$ cat src/rtl/frame_buffer_arbiter_pkg.sv
`default_nettype none
// ============================================================================
// Module      : frame_buffer_arbiter_pkg
// Description : Shared types and helpers for the frame buffer arbiter.
//               A map entry names the SRAM bank and the location slot
//               inside that bank for one rotating frame buffer.
// Revision    : 1.0 - initial release
// ============================================================================
package frame_buffer_arbiter_pkg;

  // Words per frame buffer; also the stride between locations in a bank.
  localparam int DEFAULT_IMAGE_WORDS = 38400;

  // One rotating buffer: {bank[3:0], loc[3:0]}.
  typedef struct packed {
    logic [3:0] bank;
    logic [3:0] loc;
  } map_entry_t;

  // Width of a client id, never less than one bit.
  function automatic int client_id_w(input int num_clients);
    return (num_clients > 1) ? $clog2(num_clients) : 1;
  endfunction

endpackage
`default_nettype wire

$ cat src/rtl/frame_buffer_arbiter_if.sv
`default_nettype none
// ============================================================================
// Module      : frame_buffer_arbiter_if
// Description : Client request/return bus plus SRAM bank bus of the frame
//               buffer arbiter. The arbiter is the slave; the client/SRAM
//               side is the master.
// Revision    : 1.0 - initial release
// ============================================================================
interface frame_buffer_arbiter_if #(
  parameter int NUM_CLIENTS = 4,
  parameter int NUM_BANKS   = 2,
  parameter int ADDR_W      = 19,
  parameter int DATA_W      = 36,
  parameter int OFFSET_W    = 17
);
  logic [NUM_CLIENTS-1:0]          req;
  logic [NUM_CLIENTS-1:0]          wr;
  logic [NUM_CLIENTS*OFFSET_W-1:0] offset;
  logic [NUM_CLIENTS*DATA_W-1:0]   wdata;
  logic [NUM_CLIENTS-1:0]          gnt;
  logic [NUM_CLIENTS-1:0]          rvalid;
  logic [NUM_CLIENTS*DATA_W-1:0]   rdata;
  logic [NUM_BANKS-1:0]            mem_en;
  logic [NUM_BANKS-1:0]            mem_we;
  logic [NUM_BANKS*ADDR_W-1:0]     mem_addr;
  logic [NUM_BANKS*DATA_W-1:0]     mem_wdata;
  logic [NUM_BANKS*DATA_W-1:0]     mem_rdata;

  modport slave (
    input  req, wr, offset, wdata, mem_rdata,
    output gnt, rvalid, rdata, mem_en, mem_we, mem_addr, mem_wdata
  );

  modport master (
    output req, wr, offset, wdata, mem_rdata,
    input  gnt, rvalid, rdata, mem_en, mem_we, mem_addr, mem_wdata
  );
endinterface
`default_nettype wire

$ cat src/rtl/frame_buffer_arbiter_bank_port.sv
`default_nettype none
// ============================================================================
// Module      : fba_bank_port
// Description : One SRAM bank port: picks a winner among requesting clients
//               mapped to this bank, forms the bank address, and tracks
//               outstanding reads with a {valid, client id} tag pipeline.
//               FBA_ROUND_ROBIN_EN selects rotating priority instead of
//               fixed lowest-index priority.
// Revision    : 1.0 - initial release
// ============================================================================
module fba_bank_port
  import frame_buffer_arbiter_pkg::*;
#(
  parameter int BANK         = 0,
  parameter int NUM_CLIENTS  = 4,
  parameter int ADDR_W       = 19,
  parameter int DATA_W       = 36,
  parameter int OFFSET_W     = 17,
  parameter int IMAGE_WORDS  = DEFAULT_IMAGE_WORDS,
  parameter int READ_LATENCY = 2,
  localparam int ID_W        = client_id_w(NUM_CLIENTS)
) (
  input  wire logic                            clock,
  input  wire logic                            reset,
  input  wire logic [NUM_CLIENTS-1:0]          req,
  input  wire logic [NUM_CLIENTS-1:0]          wr,
  input  wire logic [NUM_CLIENTS*OFFSET_W-1:0] offset,
  input  wire logic [NUM_CLIENTS*DATA_W-1:0]   wdata,
  input  wire map_entry_t [NUM_CLIENTS-1:0]    map,
  output logic      [NUM_CLIENTS-1:0]          gnt,
  output logic                                 mem_en,
  output logic                                 mem_we,
  output logic      [ADDR_W-1:0]               mem_addr,
  output logic      [DATA_W-1:0]               mem_wdata,
  output logic                                 ret_valid,
  output logic      [ID_W-1:0]                 ret_id
);

  logic [NUM_CLIENTS-1:0]  w_elig;
  logic                    w_found;
  logic [ID_W-1:0]         w_win;
  logic [READ_LATENCY-1:0] r_tag_valid;
  logic [ID_W-1:0]         r_tag_id [READ_LATENCY];

`ifdef FBA_ROUND_ROBIN_EN
  logic [ID_W-1:0] r_last;

  // Remember the most recent winner so priority starts just after it.
  always_ff @(posedge clock) begin
    if (reset) begin
      r_last <= '0;
    end else if (w_found) begin
      r_last <= w_win;
    end
  end
`endif

  // Clients requesting this bank; nothing is eligible while in reset.
  always_comb begin
    w_elig = '0;
    for (int i = 0; i < NUM_CLIENTS; i++) begin
      w_elig[i] = !reset && req[i] && (map[i].bank == 4'(BANK));
    end
  end

  // Scan clients from the priority start point and take the first eligible.
  always_comb begin
    int v_idx;
    v_idx   = 0;
    w_found = 1'b0;
    w_win   = '0;
    for (int k = 0; k < NUM_CLIENTS; k++) begin
`ifdef FBA_ROUND_ROBIN_EN
      v_idx = (int'(r_last) + 1 + k) % NUM_CLIENTS;
`else
      v_idx = k;
`endif
      if (!w_found && w_elig[ID_W'(v_idx)]) begin
        w_found = 1'b1;
        w_win   = ID_W'(v_idx);
      end
    end
  end

  // Drive the bank from the winner; an idle bank is all zero.
  always_comb begin
    gnt       = '0;
    mem_en    = 1'b0;
    mem_we    = 1'b0;
    mem_addr  = '0;
    mem_wdata = '0;
    if (w_found) begin
      gnt[w_win] = 1'b1;
      mem_en     = 1'b1;
      mem_we     = wr[w_win];
      // Location stride times slot plus offset, wrapping at ADDR_W bits.
      mem_addr   = ADDR_W'(map[w_win].loc) * ADDR_W'(IMAGE_WORDS)
                 + ADDR_W'(offset[w_win*OFFSET_W +: OFFSET_W]);
      mem_wdata  = wdata[w_win*DATA_W +: DATA_W];
    end
  end

  // Tag pipeline: the tag leaves exactly when the SRAM presents read data.
  always_ff @(posedge clock) begin
    if (reset) begin
      r_tag_valid <= '0;
      for (int s = 0; s < READ_LATENCY; s++) begin
        r_tag_id[s] <= '0;
      end
    end else begin
      r_tag_valid[0] <= w_found && !wr[w_win];
      r_tag_id[0]    <= w_win;
      for (int s = 1; s < READ_LATENCY; s++) begin
        r_tag_valid[s] <= r_tag_valid[s-1];
        r_tag_id[s]    <= r_tag_id[s-1];
      end
    end
  end

  assign ret_valid = r_tag_valid[READ_LATENCY-1];
  assign ret_id    = r_tag_id[READ_LATENCY-1];

endmodule
`default_nettype wire

$ cat src/rtl/frame_buffer_arbiter.sv
`default_nettype none
// ============================================================================
// Module      : frame_buffer_arbiter
// Description : Multi-client arbiter over NUM_BANKS ZBT SRAM banks. Each
//               client owns a rotating frame buffer (bank, location); the
//               map rotates on frame_adv. Read data returns to the client
//               that issued the read. Optional macro FBA_ROUND_ROBIN_EN
//               enables round-robin priority in each bank port.
// Revision    : 1.0 - initial release
// ============================================================================
module frame_buffer_arbiter
  import frame_buffer_arbiter_pkg::*;
#(
  parameter int NUM_CLIENTS  = 4,
  parameter int NUM_BANKS    = 2,
  parameter int ADDR_W       = 19,
  parameter int DATA_W       = 36,
  parameter int OFFSET_W     = 17,
  parameter int IMAGE_WORDS  = DEFAULT_IMAGE_WORDS,
  parameter int READ_LATENCY = 2
) (
  input  wire logic                     clock,
  input  wire logic                     reset,
  input  wire logic                     frame_adv,
  frame_buffer_arbiter_if.slave         bus,
  output logic [NUM_CLIENTS*8-1:0]      debug_map
);

  localparam int ID_W = client_id_w(NUM_CLIENTS);

  map_entry_t [NUM_CLIENTS-1:0] r_map;
  logic [NUM_CLIENTS-1:0]       w_bank_gnt [NUM_BANKS];
  logic [NUM_BANKS-1:0]         w_ret_valid;
  logic [ID_W-1:0]              w_ret_id [NUM_BANKS];
  logic [NUM_CLIENTS-1:0]       w_rvalid;
  logic [DATA_W-1:0]            w_rsel [NUM_CLIENTS];
  logic [DATA_W-1:0]            r_rdata [NUM_CLIENTS];

  // Buffer map: interleaved across banks at reset, rotated left on frame_adv.
  always_ff @(posedge clock) begin
    if (reset) begin
      for (int i = 0; i < NUM_CLIENTS; i++) begin
        r_map[i].bank <= 4'(i % NUM_BANKS);
        r_map[i].loc  <= 4'(i / NUM_BANKS);
      end
    end else if (frame_adv) begin
      for (int i = 0; i < NUM_CLIENTS; i++) begin
        r_map[i] <= r_map[(i + 1) % NUM_CLIENTS];
      end
    end
  end

  // Expose the map per client as {bank, loc}.
  always_comb begin
    debug_map = '0;
    for (int i = 0; i < NUM_CLIENTS; i++) begin
      debug_map[i*8 +: 8] = r_map[i];
    end
  end

  generate
    for (genvar b = 0; b < NUM_BANKS; b++) begin : g_bank
      fba_bank_port #(
        .BANK         (b),
        .NUM_CLIENTS  (NUM_CLIENTS),
        .ADDR_W       (ADDR_W),
        .DATA_W       (DATA_W),
        .OFFSET_W     (OFFSET_W),
        .IMAGE_WORDS  (IMAGE_WORDS),
        .READ_LATENCY (READ_LATENCY)
      ) u_port (
        .clock     (clock),
        .reset     (reset),
        .req       (bus.req),
        .wr        (bus.wr),
        .offset    (bus.offset),
        .wdata     (bus.wdata),
        .map       (r_map),
        .gnt       (w_bank_gnt[b]),
        .mem_en    (bus.mem_en[b]),
        .mem_we    (bus.mem_we[b]),
        .mem_addr  (bus.mem_addr[b*ADDR_W +: ADDR_W]),
        .mem_wdata (bus.mem_wdata[b*DATA_W +: DATA_W]),
        .ret_valid (w_ret_valid[b]),
        .ret_id    (w_ret_id[b])
      );
    end
  endgenerate

  // A client maps to one bank at a time, so per-bank grants simply merge.
  always_comb begin
    bus.gnt = '0;
    for (int b = 0; b < NUM_BANKS; b++) begin
      bus.gnt = bus.gnt | w_bank_gnt[b];
    end
  end

  // Route returning tags to their issuing client; lower bank index wins.
  always_comb begin
    w_rvalid = '0;
    for (int i = 0; i < NUM_CLIENTS; i++) begin
      w_rsel[i] = '0;
    end
    for (int b = NUM_BANKS - 1; b >= 0; b--) begin
      if (!reset && w_ret_valid[b]) begin
        w_rvalid[w_ret_id[b]] = 1'b1;
        w_rsel[w_ret_id[b]]   = bus.mem_rdata[b*DATA_W +: DATA_W];
      end
    end
  end

  // Hold the last returned word per client between pulses.
  always_ff @(posedge clock) begin
    if (reset) begin
      for (int i = 0; i < NUM_CLIENTS; i++) begin
        r_rdata[i] <= '0;
      end
    end else begin
      for (int i = 0; i < NUM_CLIENTS; i++) begin
        if (w_rvalid[i]) begin
          r_rdata[i] <= w_rsel[i];
        end
      end
    end
  end

  // Returned data is visible in the pulse cycle, then held.
  always_comb begin
    bus.rvalid = w_rvalid;
    bus.rdata  = '0;
    for (int i = 0; i < NUM_CLIENTS; i++) begin
      bus.rdata[i*DATA_W +: DATA_W] = w_rvalid[i] ? w_rsel[i] : r_rdata[i];
    end
  end

endmodule
`default_nettype wire
$ cat src/flat_wrapper.sv
// flat-port wrapper written by rule: the top's interface ports become plain ports
module frame_buffer_arbiter_flat import frame_buffer_arbiter_pkg::*;
#(
  parameter int NUM_CLIENTS  = 4,
  parameter int NUM_BANKS    = 2,
  parameter int ADDR_W       = 19,
  parameter int DATA_W       = 36,
  parameter int OFFSET_W     = 17,
  parameter int IMAGE_WORDS  = DEFAULT_IMAGE_WORDS,
  parameter int READ_LATENCY = 2
)
  (clock, reset, frame_adv, debug_map, bus_req, bus_wr, bus_offset, bus_wdata, bus_mem_rdata, bus_gnt, bus_rvalid, bus_rdata, bus_mem_en, bus_mem_we, bus_mem_addr, bus_mem_wdata);
  frame_buffer_arbiter_if #(.NUM_CLIENTS(NUM_CLIENTS), .NUM_BANKS(NUM_BANKS), .ADDR_W(ADDR_W), .DATA_W(DATA_W), .OFFSET_W(OFFSET_W)) bus_i ();
  input  wire logic clock;
  input  wire logic reset;
  input  wire logic frame_adv;
  output logic [NUM_CLIENTS*8-1:0] debug_map;
  input wire logic [$bits(bus_i.req)-1:0] bus_req;
  input wire logic [$bits(bus_i.wr)-1:0] bus_wr;
  input wire logic [$bits(bus_i.offset)-1:0] bus_offset;
  input wire logic [$bits(bus_i.wdata)-1:0] bus_wdata;
  input wire logic [$bits(bus_i.mem_rdata)-1:0] bus_mem_rdata;
  output wire logic [$bits(bus_i.gnt)-1:0] bus_gnt;
  output wire logic [$bits(bus_i.rvalid)-1:0] bus_rvalid;
  output wire logic [$bits(bus_i.rdata)-1:0] bus_rdata;
  output wire logic [$bits(bus_i.mem_en)-1:0] bus_mem_en;
  output wire logic [$bits(bus_i.mem_we)-1:0] bus_mem_we;
  output wire logic [$bits(bus_i.mem_addr)-1:0] bus_mem_addr;
  output wire logic [$bits(bus_i.mem_wdata)-1:0] bus_mem_wdata;
  assign bus_i.req = bus_req;
  assign bus_i.wr = bus_wr;
  assign bus_i.offset = bus_offset;
  assign bus_i.wdata = bus_wdata;
  assign bus_i.mem_rdata = bus_mem_rdata;
  assign bus_gnt = bus_i.gnt;
  assign bus_rvalid = bus_i.rvalid;
  assign bus_rdata = bus_i.rdata;
  assign bus_mem_en = bus_i.mem_en;
  assign bus_mem_we = bus_i.mem_we;
  assign bus_mem_addr = bus_i.mem_addr;
  assign bus_mem_wdata = bus_i.mem_wdata;
  frame_buffer_arbiter #(.NUM_CLIENTS(NUM_CLIENTS), .NUM_BANKS(NUM_BANKS), .ADDR_W(ADDR_W), .DATA_W(DATA_W), .OFFSET_W(OFFSET_W), .IMAGE_WORDS(IMAGE_WORDS), .READ_LATENCY(READ_LATENCY)) u_core (.clock(clock), .reset(reset), .frame_adv(frame_adv), .bus(bus_i), .debug_map(debug_map));
endmodule
$ cat config.mk
export PLATFORM = sky130hd
export DESIGN_NAME = frame_buffer_arbiter_flat
export DESIGN_NICKNAME = d
export VERILOG_FILES = /design/src/rtl/frame_buffer_arbiter_pkg.sv /design/src/rtl/frame_buffer_arbiter_if.sv /design/src/rtl/frame_buffer_arbiter_bank_port.sv /design/src/rtl/frame_buffer_arbiter.sv /design/src/flat_wrapper.sv
export SDC_FILE = /design/constraint.sdc
export NUM_CORES = 1
export LEC_CHECK = 0
export BUFFER_PORTS_ARGS = -buffer_cell sky130_fd_sc_hd__buf_4
export CORE_AREA = 2 2 230 232
export CTS_BUF_LIST = sky130_fd_sc_hd__clkbuf_2 sky130_fd_sc_hd__clkbuf_4 sky130_fd_sc_hd__clkbuf_8
export CTS_CLUSTER_DIAMETER = 50
export DETAILED_ROUTE_END_ITERATION = 7
export DIE_AREA = 0 0 232 234
export GPL_TIMING_DRIVEN = 0
export HOLD_SLACK_MARGIN = 0.03
export PLACE_DENSITY = 0.36
export SETUP_SLACK_MARGIN = 0.4
export SLEW_MARGIN = 15
export SYNTH_ARGS = -nofsm -noshare
export SYNTH_HDL_FRONTEND = slang
export SYNTH_SLANG_ARGS = --single-unit
$ cat constraint.sdc
create_clock -name clock -period 6.8 [get_ports clock]
set_input_delay 0.68 -clock clock [delete_from_list [all_inputs] [get_ports clock]]
set_output_delay 0.68 -clock clock [all_outputs]
set_load 0.005 [all_outputs]
### Word level (Yosys, flattened, before mapping)

Memory sizes are Yosys's and may differ from the RTL's.
Cells that the tools add are included.

| cells by class | value |
|---|---|
| add/subtract/negate cells | 2 |
| multiply operators | 6 |
| $lt $le $gt $ge | 12 |
| equality and inequality tests | 2 |
| shift operators | 4 |
| multiplexer cells | 68 |
| bitwise operators | 13 |
| reductions and logical operators | 25 |

Operator list:

| operator | count |
|---|---|
| 2-to-1 mux 36 bit | 12 |
| 2-to-1 mux 144 bit | 2 |
| variable part select 144 x 9 -> 36 bit | 2 |
| bitwise AND 144 bit | 1 |
| bitwise mux 144 bit | 1 |
| demux 36 bit (select 2 bit) | 2 |
| variable part select 68 x 8 -> 17 bit | 2 |
| adder 19 x 17 -> 19 bit | 2 |
| 2-to-1 mux 19 bit | 2 |
| binary-select mux 8 bit (select 2 bit) | 2 |
| 2-to-1 mux 1 bit | 31 |
| 2-to-1 mux 4 bit | 6 |
| multiplier 4 x 7 -> 10 bit (second input constant) | 2 |
| logical AND 1 bit | 18 |
| multiplier 2 x 5 -> 7 bit (second input constant) | 2 |
| less-than comparator 2 x 3 -> 1 bit (second input constant) | 4 |
| multiplier 2 x 4 -> 6 bit (second input constant) | 2 |
| demux 1 bit (select 2 bit) | 4 |
| == test 4 x 1 -> 1 bit (second input constant) | 2 |
| >= comparator 2 x 1 -> 1 bit (second input constant) | 4 |
| logical NOT 4 bit | 2 |
| 2-to-1 mux 2 bit | 4 |
| bitwise OR 1 bit | 8 |
| bitwise OR 4 bit | 2 |
| other kinds (5) | 13 |

| word-level totals | value |
|---|---|
| register bits | 36 |
| bits in writable memories | 152 |
| input bits | 295 |
| output and inout port bits | 298 |
| logic and storage cells | 145 |
| memories kept | 3 |

Memory list:

| memory | depth | bits a word | rd ports | clocked after memory_dff | wr ports | RTL line | source |
|---|---|---|---|---|---|---|---|
| u_core.r_rdata | 4 | 36 | 4 | 0 | 4 | frame_buffer_arbiter.sv:37 | `logic [DATA_W-1:0] r_rdata [NUM_CLIENTS];` |
| u_core.g_bank[0].u_port.r_tag_id | 2 | 2 | 2 | 0 | 2 | frame_buffer_arbiter_bank_port.sv:43 | `logic [ID_W-1:0] r_tag_id [READ_LATENCY];` |
| u_core.g_bank[1].u_port.r_tag_id | 2 | 2 | 2 | 0 | 2 | frame_buffer_arbiter_bank_port.sv:43 |  |

### Depth between registers and ports, before layout

Gate-level depths: netlist (run 1).

| logic depth | value |
|---|---|
| word-level depth | 13 |
| depth in mapped cells | 19 |
| mapped depth without buffers | 17 |

### Cells and area by module

A second synthesis (run 1) with hierarchy kept.

| unflattened totals | value |
|---|---|
| cells, all modules | 1492 |
| area, all modules | 13330.3 µm² |

By module, submodules not included:

| module | instances | cells each | area an instance (µm²) |
|---|---|---|---|
| frame_buffer_arbiter | 1 | 1106 | 10208.5 |
| fba_bank_port (u_core.g_bank[1].u_port) | 1 | 194 | 1570.3 |
| fba_bank_port (u_core.g_bank[0].u_port) | 1 | 192 | 1551.5 |

### Least setup slack after synthesis (run 1)

Ideal clock, no wire load.

| timing | value |
|---|---|
| path type | input to output |
| start point | in reset |
| end point | out bus_mem_addr[17] |
| arrival time | 4399 ps |
| data required time | 6120 ps |
| setup slack | 1721 ps |
| cell stages on the path | 17 |
| buffers on the path | 2 |
| cell sequence | buf_6 -> nand2b_4 -> nor4_4 -> nand2_2 -> inv_1 -> buf_2 -> mux2_2 -> ha_1 -> fa_1 -> ha_1 -> nand3_1 -> a211oi_1 -> xor2_1 -> ha_1 -> o41a_1 -> xnor2_1 -> nor2_1 |

| between the ends | value |
|---|---|
| longest elaborated chain between the ends | 12 |
| elaborated cells on any way between the ends | 17 |

Ends and longest elaborated chain:

| what | RTL line | source |
|---|---|---|
| start: declaration | flat_wrapper.sv:15 | `input wire logic reset;` |
| logical NOT 1 bit * | frame_buffer_arbiter_bank_port.sv:62 | `w_elig[i] = !reset && req[i] && (map[i].bank == 4'(BANK));` |
| branches (longest 10 deep; another with adder 19 x 17 -> 19 bit) | - |  |
| 2-to-1 mux 19 bit * | frame_buffer_arbiter_bank_port.sv:92 | `if (w_found) begin` |
| end: declaration | flat_wrapper.sv:28 | `output wire logic [$bits(bus_i.mem_addr)-1:0] bus_mem_addr;` |

Mark *: on every way between the ends. The select of a mux whose other input is x is not followed.

### Final worst setup path (run 1)

| timing | value |
|---|---|
| start point | reg u_core.r_map (netlist bit u_core.debug_map[13]) |
| end point | out bus_mem_addr[37] |

| between the ends | value |
|---|---|
| longest elaborated chain between the ends | 9 |
| elaborated cells on any way between the ends | 12 |

Ends and longest elaborated chain:

| what | RTL line | source |
|---|---|---|
| start: declaration | frame_buffer_arbiter.sv:31 | `map_entry_t [NUM_CLIENTS-1:0] r_map;` |
| start signal: indexed assignment | frame_buffer_arbiter.sv:48 | `r_map[i] <= r_map[(i + 1) % NUM_CLIENTS];` |
| == test 4 x 1 -> 1 bit * | frame_buffer_arbiter_bank_port.sv:62 |  |
| logical AND 1 bit * | frame_buffer_arbiter_bank_port.sv:62 |  |
| logical AND 1 bit * | frame_buffer_arbiter_bank_port.sv:78 | `if (!w_found && w_elig[ID_W'(v_idx)]) begin` |
| branches (longest 5 deep; another with adder 19 x 17 -> 19 bit) | - |  |
| 2-to-1 mux 19 bit * | frame_buffer_arbiter_bank_port.sv:92 |  |

Marks and branches as above.

==> results.json, run 1 <==
{
  "synth_top_area_share": 0.245,
  "die_h_microns": 234,
  "htree_levels": 3,
  "clk_path_buf_depth": 2,
  "drive_above_1_share": 0.358,
  "worstPathMaxFanout": 10,
  "drtAntennaViolNets": 0,
  "min_period_over_period": 0.889,
  "endpoint_kind": "primary output",
  "status": "completed",
  "synth_common_cells": "150 x nand2_1, 147 x o21ai_0, 92 x a22o_1, 80 x buf_4, 72 x edfxtp_1",
  "place_congestion": 0.818,
  "clock_tree.root_cell": "clkbuf_8",
  "setup_viol": 0,
  "holdCritPathClass": "flop to flop",
  "crit_path_start_kind": "flop",
  "antenna_found_initial": 2,
  "grt.total_usage": 0.146,
  "drc": 0,
  "fin_nets": 1854,
  "clk_pin_slew_ns": 0.15,
  "drv_slew": 0,
  "ys.flop_type": "edfxtp_1",
  "ys_seq_area_frac": 0.336,
  "arrival_ns": 5.36,
  "dr.pass1.iters": 4,
  "coreArea_sq_um": 52000,
  "viasPerCell": 4.23,
  "yosysWarnings": 0,
  "cts_tree": "built",
  "peakVddDrop_mv": 0.0818,
  "totalWireLength_mm": 41.9,
  "synth-seq-cells": 112,
  "tns_ns": 0,
  "vias": 9347,
  "dp_slack_ns": 0.693,
  "syn_area_per_cell_sq_um": 8.65,
  "cap_violations": 0,
  "criticalPathCategory": "flop to primary output",
  "synthArstFlopShare": 0,
  "num_io_pins": 593,
  "num_rows": 84,
  "io_buffers": 404,
  "slew_headroom": 0.434,
  "synth_area_sq_um": 8820,
  "numCtsBuffers": 9,
  "fmax_mhz": 165,
  "power_density_nw_per_um2": 129,
  "grt_max_degree": 25,
  "synthMostInstantiatedCell": "nand2_1",
  "grt_pass1_vias": 9280,
  "skew_ns": 0.0155,
  "yosys-top-cells-area": "edfxtp_1 25%, a22o_1 9.1%, dfxtp_1 9.1%, o21ai_0 8.3%, buf_4 6.8%",
  "wl_per_cell_microns": 19.0,
  "holdWs_ns": 0.456,
  "dieArea_sq_um": 54300,
  "synth_edf_count": 72,
  "worst_pin_slew_ns": 0.849,
  "synth_cell_types": 52,
  "worstPathRequired_ns": 6.12,
  "grt_pass1_wl_mm": 59.3,
  "clk_latency_ns": 0.44,
  "syn2layout_area_growth_pct": 50.7,
  "synthCells": 1019,
  "hpwl_mm": 33.9,
  "synth_area_leader_cell": "edfxtp_1",
  "rsz0062_at_grt": "false",
  "cts.sinks": 112,
  "drt_iter0_drc": 378,
  "min_period_ns": 6.04,
  "die_x_microns": 232,
  "p_leak_nw": 6.23,
  "finalHoldViolCount": 0,
  "setup_slack_ns": 0.755,
  "start_util": 0.170,
  "overflow": 0
}
-- flip-flops by register name, indices dropped and copies added (netlist names) --
signal / flops
u_core.debug_map: 32
u_core.g_bank.u_port.r_tag_id: 4
u_core.g_bank.u_port.r_tag_valid: 4
u_core.r_rdata: 72
-- cell type report --
class                   count  area [sq um]
inverters                  10          37.5
multi-input cells         824          5240
clock buffers               9           124
flip-flops and latches    112          2960
clock inverters             7          91.3
repair buffers            408          3090
well taps                 688           861
plain buffers             148           872
fillers                  5809         38700
diodes                      2          5.00
-- final timing paths --
check	slack (ns)	cells past startpoint	startpoint	endpoint
worst min register to register	0.46	1	u_core.g_bank[1].u_port.r_tag_valid[0]	u_core.g_bank[1].u_port.r_tag_valid[1]
worst min-delay path	0.46	1	u_core.g_bank[1].u_port.r_tag_valid[0]	u_core.g_bank[1].u_port.r_tag_valid[1]
worst max-delay path	0.76	19	u_core.debug_map[13]	bus_mem_addr[37]
worst max register to register	4.17	5	u_core.g_bank[1].u_port.r_tag_id[0][2]	u_core.r_rdata[1][34]
-- worst max-delay path, stage by stage, from the launching register on --
cell and delay (ns):
dfxtp_1 0.37, or2_1 0.33, nor3_2 0.31, nand2_1 0.19
inv_1 0.14, buf_2 0.30, mux2_2 0.45, ha_1 0.24
fa_1 0.42, ha_1 0.38, nand3_1 0.10, a211oi_1 0.37
xor2_1 0.15, ha_1 0.34, o21ai_0 0.09, a21oi_1 0.21
o22ai_1 0.14, xnor2_1 0.15, nor2_1 0.05, buf_4 0.18
-- cells by family (layout without fill, tap and decap cells) --
kind of cell,after synthesis,in the layout,synth area share
compound gates,369,369,0.280
xor+xnor,20,20,0.0199
fa+ha+maj,46,46,0.0687
buf+inv,158,582,0.103
flops,112,112,0.336
mux,50,50,0.0603
other cells,1,78,0.000425
simple gates,263,263,0.132
-- report_power, final --
part,internal (mW),switching [mW]
combinational,0.259,0.229
clock,0.156,0.317
sequential,0.748,0.0105
-- what timing repair did --
item / in CTS / in global routing
gates resized for setup: 0 / 1
endpoints found under the setup margin: 0 / 4
hold buffers: 0 / 0
setup buffers: 0 / 2
-- routing by layer --
metal,share of wire,wire length [microns],global-route usage
met5,0,0,0
met3,0.072,3040,0.0398
met2,0.51,21300,0.267
met4,0.014,599,0.0341
met1,0.41,17000,0.168
-- cells in the final DEF, fill, tap and decap left out, drive strengths merged, types with 8 or more instances in the layout --
cell and instances:
a211oi 12, a22o 92, ha 42, inv 16, nor3 11, a21boi 71, buf 512, o21ai 149
xor2 8, nor2b 14, xnor2 12, dfxtp 40, nand2 151, a21oi 19, conb 76, mux2i 28
mux2 22, nor2 57, clkbuf 53, edfxtp 72
-- per-stage QoR --
step                       util  total power [mW]  area, sq um  std cells
after floorplan               -             0.979         9100       1094
after global placement    0.250              1.27        13000       2186
after detailed placement  0.251              1.27        13000       2188
after CTS                 0.255              1.75        13300       2204
after global routing      0.255              1.81        13300       2207
final                     0.255              1.72        13300       2208
Note: power is estimated with default switching activity, not from simulation.
==> inputs of run 2 (changes only) <==
MAX_ROUTING_LAYER = met4   (was default)
RECOVER_POWER = 50   (was default)
==> results.json, run 2 (same netlist as run 1, synthesis figures left out) <==
{
  "violations": "capacitance limit, slew limit",
  "finalHoldViolCount": 0,
  "fin_nets": 1854,
  "cts_tree": "built",
  "status": "finished, violations left",
  "r2r_cells": 4,
  "die_h_microns": 234,
  "min_period_over_period": 0.915,
  "holdCritPathClass": "flop to flop",
  "vias": 9367,
  "cap_violations": 1,
  "multi_input_area_sq_um": 5230,
  "drc": 0,
  "drive_above_1_share": 0.344,
  "dp_slack_ns": 0.693,
  "setup_slack_ns": 0.580,
  "r2r_end": "u_core.r_rdata[0][32]",
  "mostFrequentLayoutCell": "buf_4",
  "place_congestion": 0.830,
  "dr.pass1.iters": 5,
  "viasPerCell": 4.24,
  "grtUsageMet1": 0.171,
  "whs_endpoint": "u_core.g_bank[1].u_port.r_tag_valid[1]",
  "criticalPathCategory": "primary input to primary output",
  "rsz0062_at_grt": "false",
  "grt_pass1_vias": 9304,
  "drv_slew": 25,
  "overflow": 0,
  "io_buffers": 404,
  "grt.total_usage": 0.150,
  "largest_reg_flops": 72,
  "worstPathMaxFanout": 10,
  "use_met2": 0.267,
  "fillCellCount": 5834,
  "min_period_ns": 6.22,
  "r2r-start": "u_core.g_bank[0].u_port.r_tag_valid[1]",
  "fmax_mhz": 161,
  "layout_common_cells": "452 x buf_4, 150 x nand2_1, 147 x o21ai_0",
  "grt_pass1_wl_mm": 59.3,
  "antenna_found_initial": 2,
  "endpoint_kind": "primary output",
  "dieArea_sq_um": 54300,
  "syn2layout_area_growth_pct": 49.4,
  "tns_ns": 0,
  "totalWireLength_mm": 41.9,
  "power_density_nw_per_um2": 130,
  "start_util": 0.170,
  "grt_max_degree": 25,
  "regArea_sq_um": 2960,
  "slew_headroom": -0.135,
  "coreArea_sq_um": 52000,
  "met3_usage": 0.0351,
  "top_usage_layer": "met2",
  "arrival_ns": 5.54,
  "clk_pin_slew_ns": 0.13,
  "p_leak_nw": 6.13,
  "cts.sinks": 112,
  "whs_path_depth": 1,
  "min-delay-start": "u_core.g_bank[1].u_port.r_tag_valid[0]",
  "setup_viol": 0,
  "reg2reg_setup_slack_ns": 2.60,
  "peakVddDrop_mv": 0.0821,
  "crit_path_start_kind": "primary input",
  "num_io_pins": 593,
  "numCtsBuffers": 9,
  "die_x_microns": 232,
  "hpwl_mm": 33.9,
  "wl_per_cell_microns": 19.0,
  "num_rows": 84,
  "worstPathRequired_ns": 6.12,
  "clk_latency_ns": 0.45,
  "drt_iter0_drc": 367,
  "clock_tree.root_cell": "clkbuf_8",
  "drtAntennaViolNets": 0,
  "worst_pin_slew_ns": 1.70,
  "holdWs_ns": 0.456,
  "top_register": "u_core.r_rdata",
  "skew_ns": 0.0176,
  "htree_levels": 3,
  "clk_path_buf_depth": 2,
  "fin_util": 0.253
}
## run 2: cell count changes in the layout (fill, tap and decap cells not counted), sizes merged
cell,before,now
clkbuf,53,100
buf,512,465
## run 2: worst max-delay path: stages
cell	delay, ns
clkbuf_1	0.28
nand2b_1	0.34
nor3_2	0.33
nand2_1	0.19
inv_1	0.14
buf_2	0.30
mux2_2	0.45
ha_1	0.24
fa_1	0.42
ha_1	0.39
nand3_1	0.10
a211oi_1	0.36
xor2_1	0.15
ha_1	0.34
o21ai_0	0.09
a21oi_1	0.22
o22ai_1	0.14
xnor2_1	0.15
nor2_1	0.05
buf_4	0.18
## run 2: worst max path at each step
stage                             to                start  slack, ns
global route        bus_mem_addr[37]                reset       0.26
floorplan           bus_mem_addr[17]                reset       1.72
global placement    bus_mem_addr[18]                reset       0.66
CTS                 bus_mem_addr[18]  u_core.debug_map[5]       0.45
finish              bus_mem_addr[37]                reset       0.58
detailed placement  bus_mem_addr[18]                reset       0.69
## run 2: repair_timing
action	4_1_cts	5_1_grt
gates resized for setup	0	1
hold endpoints to repair	0	0
buffers inserted	0	2
setup endpoints to repair	0	4
hold buffers	0	0
## run 2: final cells by class
| class | count | area share |
|---|---|---|
| inverter | 10 | 0.00285 |
| buffer | 148 | 0.0654 |
| clock buffer | 9 | 0.00940 |
| tap | 688 | 0.0653 |
| antenna | 2 | 0.000380 |
| sequential | 112 | 0.225 |
| multi-input combinational | 824 | 0.397 |
| clock inverter | 7 | 0.00693 |
| timing repair buffer | 408 | 0.228 |
## run 2: power by group
group / switching, mW / internal (mW) / leakage [nW]
Combinational: 0.229 / 0.253 / 4.95
Clock: 0.318 / 0.156 / 0.109
Sequential: 0.0103 / 0.749 / 1.07
Total: 0.557 / 1.16 / 6.13
## run 2: layer usage
layer / share of wire / vias up
met4: 0.013 / 0
li1: - / 4542
met1: 0.41 / 4450
met2: 0.51 / 349
met3: 0.065 / 26
met5: 0 / -
## run 2: through the flow
step | cells | total power, mW | instance area (sq um)
after floorplan | 1094 | 0.979 | 9100
after global routing | 2208 | 1.81 | 13200
after global placement | 2186 | 1.27 | 13000
after CTS | 2204 | 1.75 | 13300
final | 2208 | 1.71 | 13200
after detailed placement | 2188 | 1.27 | 13000
